[src/rtl/evt_pkg.sv]
// Shared types and sizing constants for the event burst generator.
package evt_pkg;

   // Burst controller states
   typedef enum logic [1:0] {IDLE, RUN, DONE} evt_burst_state_t;

   // Default limits: events per burst and cycle spacing between events
   localparam int DEF_MAX_COUNT  = 128;
   localparam int DEF_MAX_PERIOD = 256;

   // Counter widths wide enough to hold the limits themselves
   localparam int DEF_CW = $clog2(DEF_MAX_COUNT + 1);
   localparam int DEF_PW = $clog2(DEF_MAX_PERIOD + 1);

endpackage

[src/rtl/evt_period_timer.sv]
// Loadable down-counter used as the inter-event phase counter.
// A load has priority over a decrement. The count stops at zero, and the
// zero flag is decoded from the register only.
module evt_period_timer #(
   parameter int PW = 9
) (
   input  logic          clk,
   input  logic          rst,
   input  logic          load,
   input  logic          en,
   input  logic [PW-1:0] load_val,
   output logic          zero
);

   logic [PW-1:0] cnt_reg;

   // Phase register: reset to zero, then load, then count down to zero
   always_ff @(posedge clk) begin
      if (rst) begin
         cnt_reg <= '0;
      end else if (load) begin
         cnt_reg <= load_val;
      end else if (en && (cnt_reg != '0)) begin
         cnt_reg <= cnt_reg - 1'b1;
      end
   end

   assign zero = (cnt_reg == '0);

endmodule

[src/rtl/evt_burst_gen.sv]
// Event burst generator. It emits count one-cycle evt_out strobes spaced
// period cycles apart, and then pulses done_out for one cycle.
// Optional feature macro: EVT_BURST_GEN_REPEAT_EN. When it is defined, the
// repeat_in port makes the burst restart seamlessly after its last event.
module evt_burst_gen
   import evt_pkg::*;
#(
   parameter int MAX_COUNT  = DEF_MAX_COUNT,
   parameter int MAX_PERIOD = DEF_MAX_PERIOD,
   localparam int CW = $clog2(MAX_COUNT + 1),
   localparam int PW = $clog2(MAX_PERIOD + 1)
) (
   input  logic          clk_in,
   input  logic          rst_in,
   input  logic          start_in,
   input  logic [CW-1:0] count_in,
   input  logic [PW-1:0] period_in,
   input  logic          abort_in,
`ifdef EVT_BURST_GEN_REPEAT_EN
   input  logic          repeat_in,
`endif
   output logic          evt_out,
   output logic          busy_out,
   output logic          done_out,
   output logic [CW-1:0] remaining_out
);

   localparam logic [CW-1:0] SAT_COUNT  = CW'(MAX_COUNT);
   localparam logic [PW-1:0] SAT_PERIOD = PW'(MAX_PERIOD);
   localparam logic [CW-1:0] ONE_COUNT  = CW'(1);
   localparam logic [PW-1:0] ONE_PERIOD = PW'(1);

   evt_burst_state_t state_reg, state_next;
   logic [CW-1:0]    remaining_reg, remaining_next;
   logic [PW-1:0]    period_reg, period_next;
   logic             done_reg, done_next;

   logic [CW-1:0]    count_sat;
   logic [PW-1:0]    period_sat;
   logic             timer_load, timer_en, phase_zero, evt;
   logic [PW-1:0]    timer_val;
   logic             rpt;
   logic [CW-1:0]    reload_val;

   // Clamp request fields to their legal range. A period of 0 behaves as 1.
   always_comb begin
      count_sat  = (count_in > SAT_COUNT) ? SAT_COUNT : count_in;
      period_sat = period_in;
      if (period_in == '0) begin
         period_sat = ONE_PERIOD;
      end else if (period_in > SAT_PERIOD) begin
         period_sat = SAT_PERIOD;
      end
   end

`ifdef EVT_BURST_GEN_REPEAT_EN
   logic [CW-1:0] count_reg;

   // Keep the accepted burst length so that repeated bursts can reload it
   always_ff @(posedge clk_in) begin
      if (rst_in) begin
         count_reg <= '0;
      end else if ((state_reg == IDLE) && start_in) begin
         count_reg <= count_sat;
      end
   end

   assign rpt        = repeat_in;
   assign reload_val = count_reg;
`else
   assign rpt        = 1'b0;
   assign reload_val = '0;
`endif

   // Phase counter: an event fires whenever it reads zero during RUN
   evt_period_timer #(.PW(PW)) u_phase (
      .clk      (clk_in),
      .rst      (rst_in),
      .load     (timer_load),
      .en       (timer_en),
      .load_val (timer_val),
      .zero     (phase_zero)
   );

   assign evt = (state_reg == RUN) && phase_zero;

   // Next-state and datapath control for the burst FSM
   always_comb begin
      state_next     = state_reg;
      remaining_next = remaining_reg;
      period_next    = period_reg;
      done_next      = 1'b0;
      timer_load     = 1'b0;
      timer_en       = 1'b0;
      timer_val      = '0;
      case (state_reg)
         IDLE: begin
            if (start_in) begin
               timer_load = 1'b1;
               if (count_sat == '0) begin
                  state_next = DONE;
                  done_next  = 1'b1;
               end else begin
                  state_next     = RUN;
                  remaining_next = count_sat;
                  period_next    = period_sat;
               end
            end
         end
         RUN: begin
            if (abort_in) begin
               // The event in this cycle, if any, has already been emitted
               state_next     = IDLE;
               remaining_next = '0;
            end else if (evt) begin
               timer_load = 1'b1;
               timer_val  = period_reg - ONE_PERIOD;
               if (remaining_reg == ONE_COUNT) begin
                  done_next = 1'b1;
                  if (rpt) begin
                     remaining_next = reload_val;
                  end else begin
                     state_next     = DONE;
                     remaining_next = '0;
                  end
               end else begin
                  remaining_next = remaining_reg - ONE_COUNT;
               end
            end else begin
               timer_en = 1'b1;
            end
         end
         DONE: begin
            state_next = IDLE;
         end
         default: begin
            state_next = IDLE;
         end
      endcase
   end

   // State and datapath registers
   always_ff @(posedge clk_in) begin
      if (rst_in) begin
         state_reg     <= IDLE;
         remaining_reg <= '0;
         period_reg    <= ONE_PERIOD;
         done_reg      <= 1'b0;
      end else begin
         state_reg     <= state_next;
         remaining_reg <= remaining_next;
         period_reg    <= period_next;
         done_reg      <= done_next;
      end
   end

   assign evt_out       = evt;
   assign busy_out      = (state_reg == RUN);
   assign done_out      = done_reg;
   assign remaining_out = remaining_reg;

endmodule
[config.mk]
export PLATFORM = sky130hd
export DESIGN_NAME = evt_burst_gen
export DESIGN_NICKNAME = d
export VERILOG_FILES = /design/src/rtl/evt_pkg.sv /design/src/rtl/evt_period_timer.sv /design/src/rtl/evt_burst_gen.sv
export SDC_FILE = /design/constraint.sdc
export NUM_CORES = 1
export LEC_CHECK = 0
export ABC_AREA = 1
export CORE_MARGIN = 2
export CORE_UTILIZATION = 63
export DETAILED_ROUTE_END_ITERATION = 8
export DONT_BUFFER_PORTS = 1
export GPL_ROUTABILITY_DRIVEN = 0
export PLACE_DENSITY = 0.85
export SYNTH_ARGS = -nofsm -noshare
export SYNTH_HDL_FRONTEND = slang
export SYNTH_SLANG_ARGS = --single-unit
[constraint.sdc]
create_clock -name clk_in -period 1.9 [get_ports clk_in]
set_input_delay 0 -clock clk_in [delete_from_list [all_inputs] [get_ports clk_in]]
set_output_delay 0 -clock clk_in [all_outputs]
set_load 0.01 [all_outputs]
==> results.txt <==
----------------------------------------------------
[STA]
  Period utilisation layout ... 0.9611
  Shortest period the worst path allows ... 1.826 ns
  Slew of the pin with the lowest slew margin ... 0.6624 ns
  Number of hold violations in the final report ... 0
  Max Slew Vio Count ... 0
  Max frequency ... 0.5476 GHz
  Final-layout worst hold slack ... 0.01321 ns
  Setup Viol. Count Final ... 0
  Slew Limit Headroom ... 0.5579
  Sum of negative setup slack ... 0 ns
  Worst clock skew ... 0.006654 ns
  RSZ-0062 raised after global routing ... no

[Worst setup path]
  R2R Path Start ... state_reg[1]
  Largest stage delay on the critical path ... 0.56 ns
  Crit path buf inv count ... 2
  Cell depth of the worst flop-to-flop path ... 7
  Slowest cell on crit path ... sky130_fd_sc_hd__dlygate4sd3_1
  Capturing instance or port of the critical path ... period_reg[2]
  Worst setup startpoint ... state_reg[1]
  Kind of critical path ... flip-flop to flip-flop
  Arrival time of the worst setup path ... 2.09 ns
  Type of element capturing the critical path ... flip-flop
  Reg-to-reg setup timing slack ... 0.07 ns
  Number of logic stages on the critical path including buffering ... 7
  Cell breakdown of the critical path ... nor2_4, nand2_4, nor2_2, buf_4, nand3_1, dlygate4sd3_1, a21oi_1
  Worst reg2reg path endpoint ... period_reg[2]
  Data required time at the worst endpoint ... 2.17 ns
  Startpoint types ... flip-flop
  Crit-path max FO ... 13
  Family of cells with the greatest summed delay on the critical path ... buffers and inverters

[Status]
  Result of the run ... complete, no violations

[Clock tree]
  Max H-tree Level ... 2
  Buffer levels on the longest clock path ... 2
  Insertion delay of the later-clocked pin in the worst-skew pair ... 0.34 ns
  Buffer cell driving the clock tree root ... sky130_fd_sc_hd__clkbuf_4
  CTS Buf Count ... 5
  Clock slew at reported path FFs ... 0.10 ns
  Clock Sink Count ... 29
  Clock tree from TritonCTS ... done

[Pwr]
  Final Power ... 2.197 mW
  Power dissipated by switching net loads ... 0.8160 mW
  Switching part of the total ... 0.3714
  Fraction of power consumed by the clock network ... 0.294
  Internal power of the cells ... 1.381 mW
  Power per cell area ... 900.1 nW/um2
  Worst vdd rail ir drop ... 0.7957 mV
  Leak Pwr ... 1.234 nW
  Sequential power share ... 0.350
  Combinational share of power ... 0.357

[Die]
  Core Footprint ... 3078 um2
  Area enclosed by the die boundary ... 3742 um2
  Number of cell rows ... 20
  Ports placed on the boundary ... 32
  Die boundary width ... 61.18 um
  Starting Density ... 0.6691
  Die boundary height ... 61.18 um

[Detailed routing]
  Via count normalized by instance count ... 5.555
  Post-detailed-route DRC marker count ... 0
  Overall routed net length ... 5.463 mm
  Wirelength per Cell ... 13.29 um
  Count of routing violations after the opening detailed-route iteration ... 175
  Length of the first detailed-routing pass in iterations ... 5
  Total number of vias ... 2,283
  Number of antenna-violating nets in the routed design ... 0

[Logic synthesis]
  Proportion of synthesized chip area in sequential cells ... 0.2819
  Netlist area before placement ... 2059 um2
  Number of nets in the synthesized netlist ... 365
  Synthesized area per cell ... 6.075 um2
  Synthesis warning total ... 0
  Count of cell types in the netlist ... 29
  Post-synthesis register bit count ... 29
  Post-synthesis cell count ... 339

[Place]
  Count of input and output buffers ... 0
  Post-Place Cell Area ... 2093 um2
  Half-perimeter wire length after placement ... 3.462 mm

[Final layout]
  Final Net Count ... 392
  Share of the core filled with cells ... 0.7931
  Most used cells in the layout excluding fill and tap cells ... 72 x sky130_fd_sc_hd__nand2_1, 50 x sky130_fd_sc_hd__nor2_1, 49 x sky130_fd_sc_hd__inv_1
  Area delta synth->final ... 18.53%
  Count of antenna diodes in the layout ... 0
  Most common cell after layout, fill and taps aside ... sky130_fd_sc_hd__nand2_1
  Fraction of layout cells with a size suffix above 1 ... 0.1063
  Final-layout fill cell count ... 233
  Final design area excluding fillers ... 2441 um2

[Flow run]
  Number of maximum-capacitance violations ... 0

[GRT]
  Pin count of the biggest net entering global routing ... 21
  Aggregate global routing overflow ... 0
  Vias in the first global route ... 2,032
  Combined global-route utilization of all metal layers ... 0.3158
  Wire length of the first global-routing pass ... 8.769 mm
  Number of antenna violations at the first check in global routing ... 0

[Hold path]
  Min-Delay Path Class ... input port to flip-flop

----------------------------------------------------
power by group through the flow:
stage	Sequential [mW]	Clock (mW)	Combinational [mW]
after CTS	0.765	0.646	0.746
after global routing	0.778	0.668	0.895
after floorplan	0.762	0	0.596
after global placement	0.776	0	0.686
after detailed placement	0.778	0	0.702
final	0.768	0.645	0.784
timing repair:
item,4_1_cts,5_1_grt
resized for setup,0,2
endpoints found under the hold margin,26,0
hold buffers,22,0
buffers inserted,0,2
endpoints found under the setup margin,0,1
cell usage after synthesis:
master                      n  area share
sky130_fd_sc_hd__nand2_1   72        0.13
sky130_fd_sc_hd__nor2_1    50       0.091
sky130_fd_sc_hd__inv_1     49       0.089
sky130_fd_sc_hd__nand3_1   44        0.11
sky130_fd_sc_hd__dfxtp_1   29        0.28
sky130_fd_sc_hd__o21ai_0   28       0.068
sky130_fd_sc_hd__a21oi_1   11       0.027
sky130_fd_sc_hd__inv_2      9       0.016
sky130_fd_sc_hd__nand2_2    7       0.021
sky130_fd_sc_hd__xor2_1     6       0.026
sky130_fd_sc_hd__ha_1       5       0.030
sky130_fd_sc_hd__nand4_1    4       0.012
sky130_fd_sc_hd__nor2_2     4       0.012
sky130_fd_sc_hd__nor2_4     3       0.016
sky130_fd_sc_hd__buf_2      2      0.0049
sky130_fd_sc_hd__nor3_1     2      0.0049
sky130_fd_sc_hd__xnor2_1    2      0.0085
sky130_fd_sc_hd__a211oi_1   1      0.0036
sky130_fd_sc_hd__a21oi_4    1      0.0079
sky130_fd_sc_hd__buf_1      1      0.0018
sky130_fd_sc_hd__buf_4      1      0.0036
sky130_fd_sc_hd__buf_6      1      0.0055
sky130_fd_sc_hd__clkbuf_1   1      0.0018
sky130_fd_sc_hd__clkinv_1   1      0.0018
sky130_fd_sc_hd__nand2_4    1      0.0055
sky130_fd_sc_hd__nand3_4    1      0.0085
sky130_fd_sc_hd__nand4_2    1      0.0061
sky130_fd_sc_hd__o21ai_1    1      0.0024
sky130_fd_sc_hd__o21bai_1   1      0.0036
metal layers:
metal | GRT usage | part of all wire | vias up
met2 | 0.5471 | 0.47 | 115
met1 | 0.3866 | 0.42 | 1021
met5 | 0 | 0 | -
li1 | - | - | 1123
met3 | 0.07353 | 0.086 | 24
met4 | 0.09938 | 0.023 | 0
kinds of logic after synthesis:
| logic type | after synthesis | share of synthesized area |
|---|---|---|
| AOI/OAI and AO/OA | 43 | 0.1124 |
| DFF | 29 | 0.2819 |
| adders and majority gates | 5 | 0.03038 |
| and+or+nand+nor | 189 | 0.4162 |
| xor gates and xnor gates | 8 | 0.03402 |
| buffers and inverters | 65 | 0.1251 |
final cells by class:
| class | count | area (um2) | share of cell area |
|---|---|---|---|
| multi-input combinational | 245 | 1231 | 0.5044 |
| sequential | 29 | 580.6 | 0.2378 |
| timing repair buffer | 26 | 250.2 | 0.1025 |
| inverter | 59 | 221.5 | 0.09072 |
| clock inverter | 3 | 65.06 | 0.02665 |
| tap | 44 | 55.05 | 0.02255 |
| clock buffer | 5 | 37.54 | 0.01538 |
worst min path at each step:
stage | start | to | cells past startpoint
after floorplan | start_in | done_out | 2
after global placement | rst_in | state_reg[0] | 1
after detailed placement | rst_in | period_reg[3] | 1
after CTS | count_in[7] | remaining_out[6] | 5
after global routing | start_in | u_phase.cnt_reg[3] | 5
final | start_in | u_phase.cnt_reg[5] | 4
metrics by stage:
step	std cells	setup slack (ns)
floorplan	339	0.3985
global placement	379	0.3236
detailed placement	379	0.2718
CTS	409	0.04244
global route	411	0.02003
finish	411	0.07390
worst register-to-register path: cells and delay by family, from the launching register on:
kind / cells / cell delay (ns)
DFF: 1 / 0.36
and+or+nand+nor: 4 / 0.52
AOI/OAI and AO/OA: 1 / 0.15
buffers and inverters: 2 / 0.74
Power figures use the tool's default switching activity.
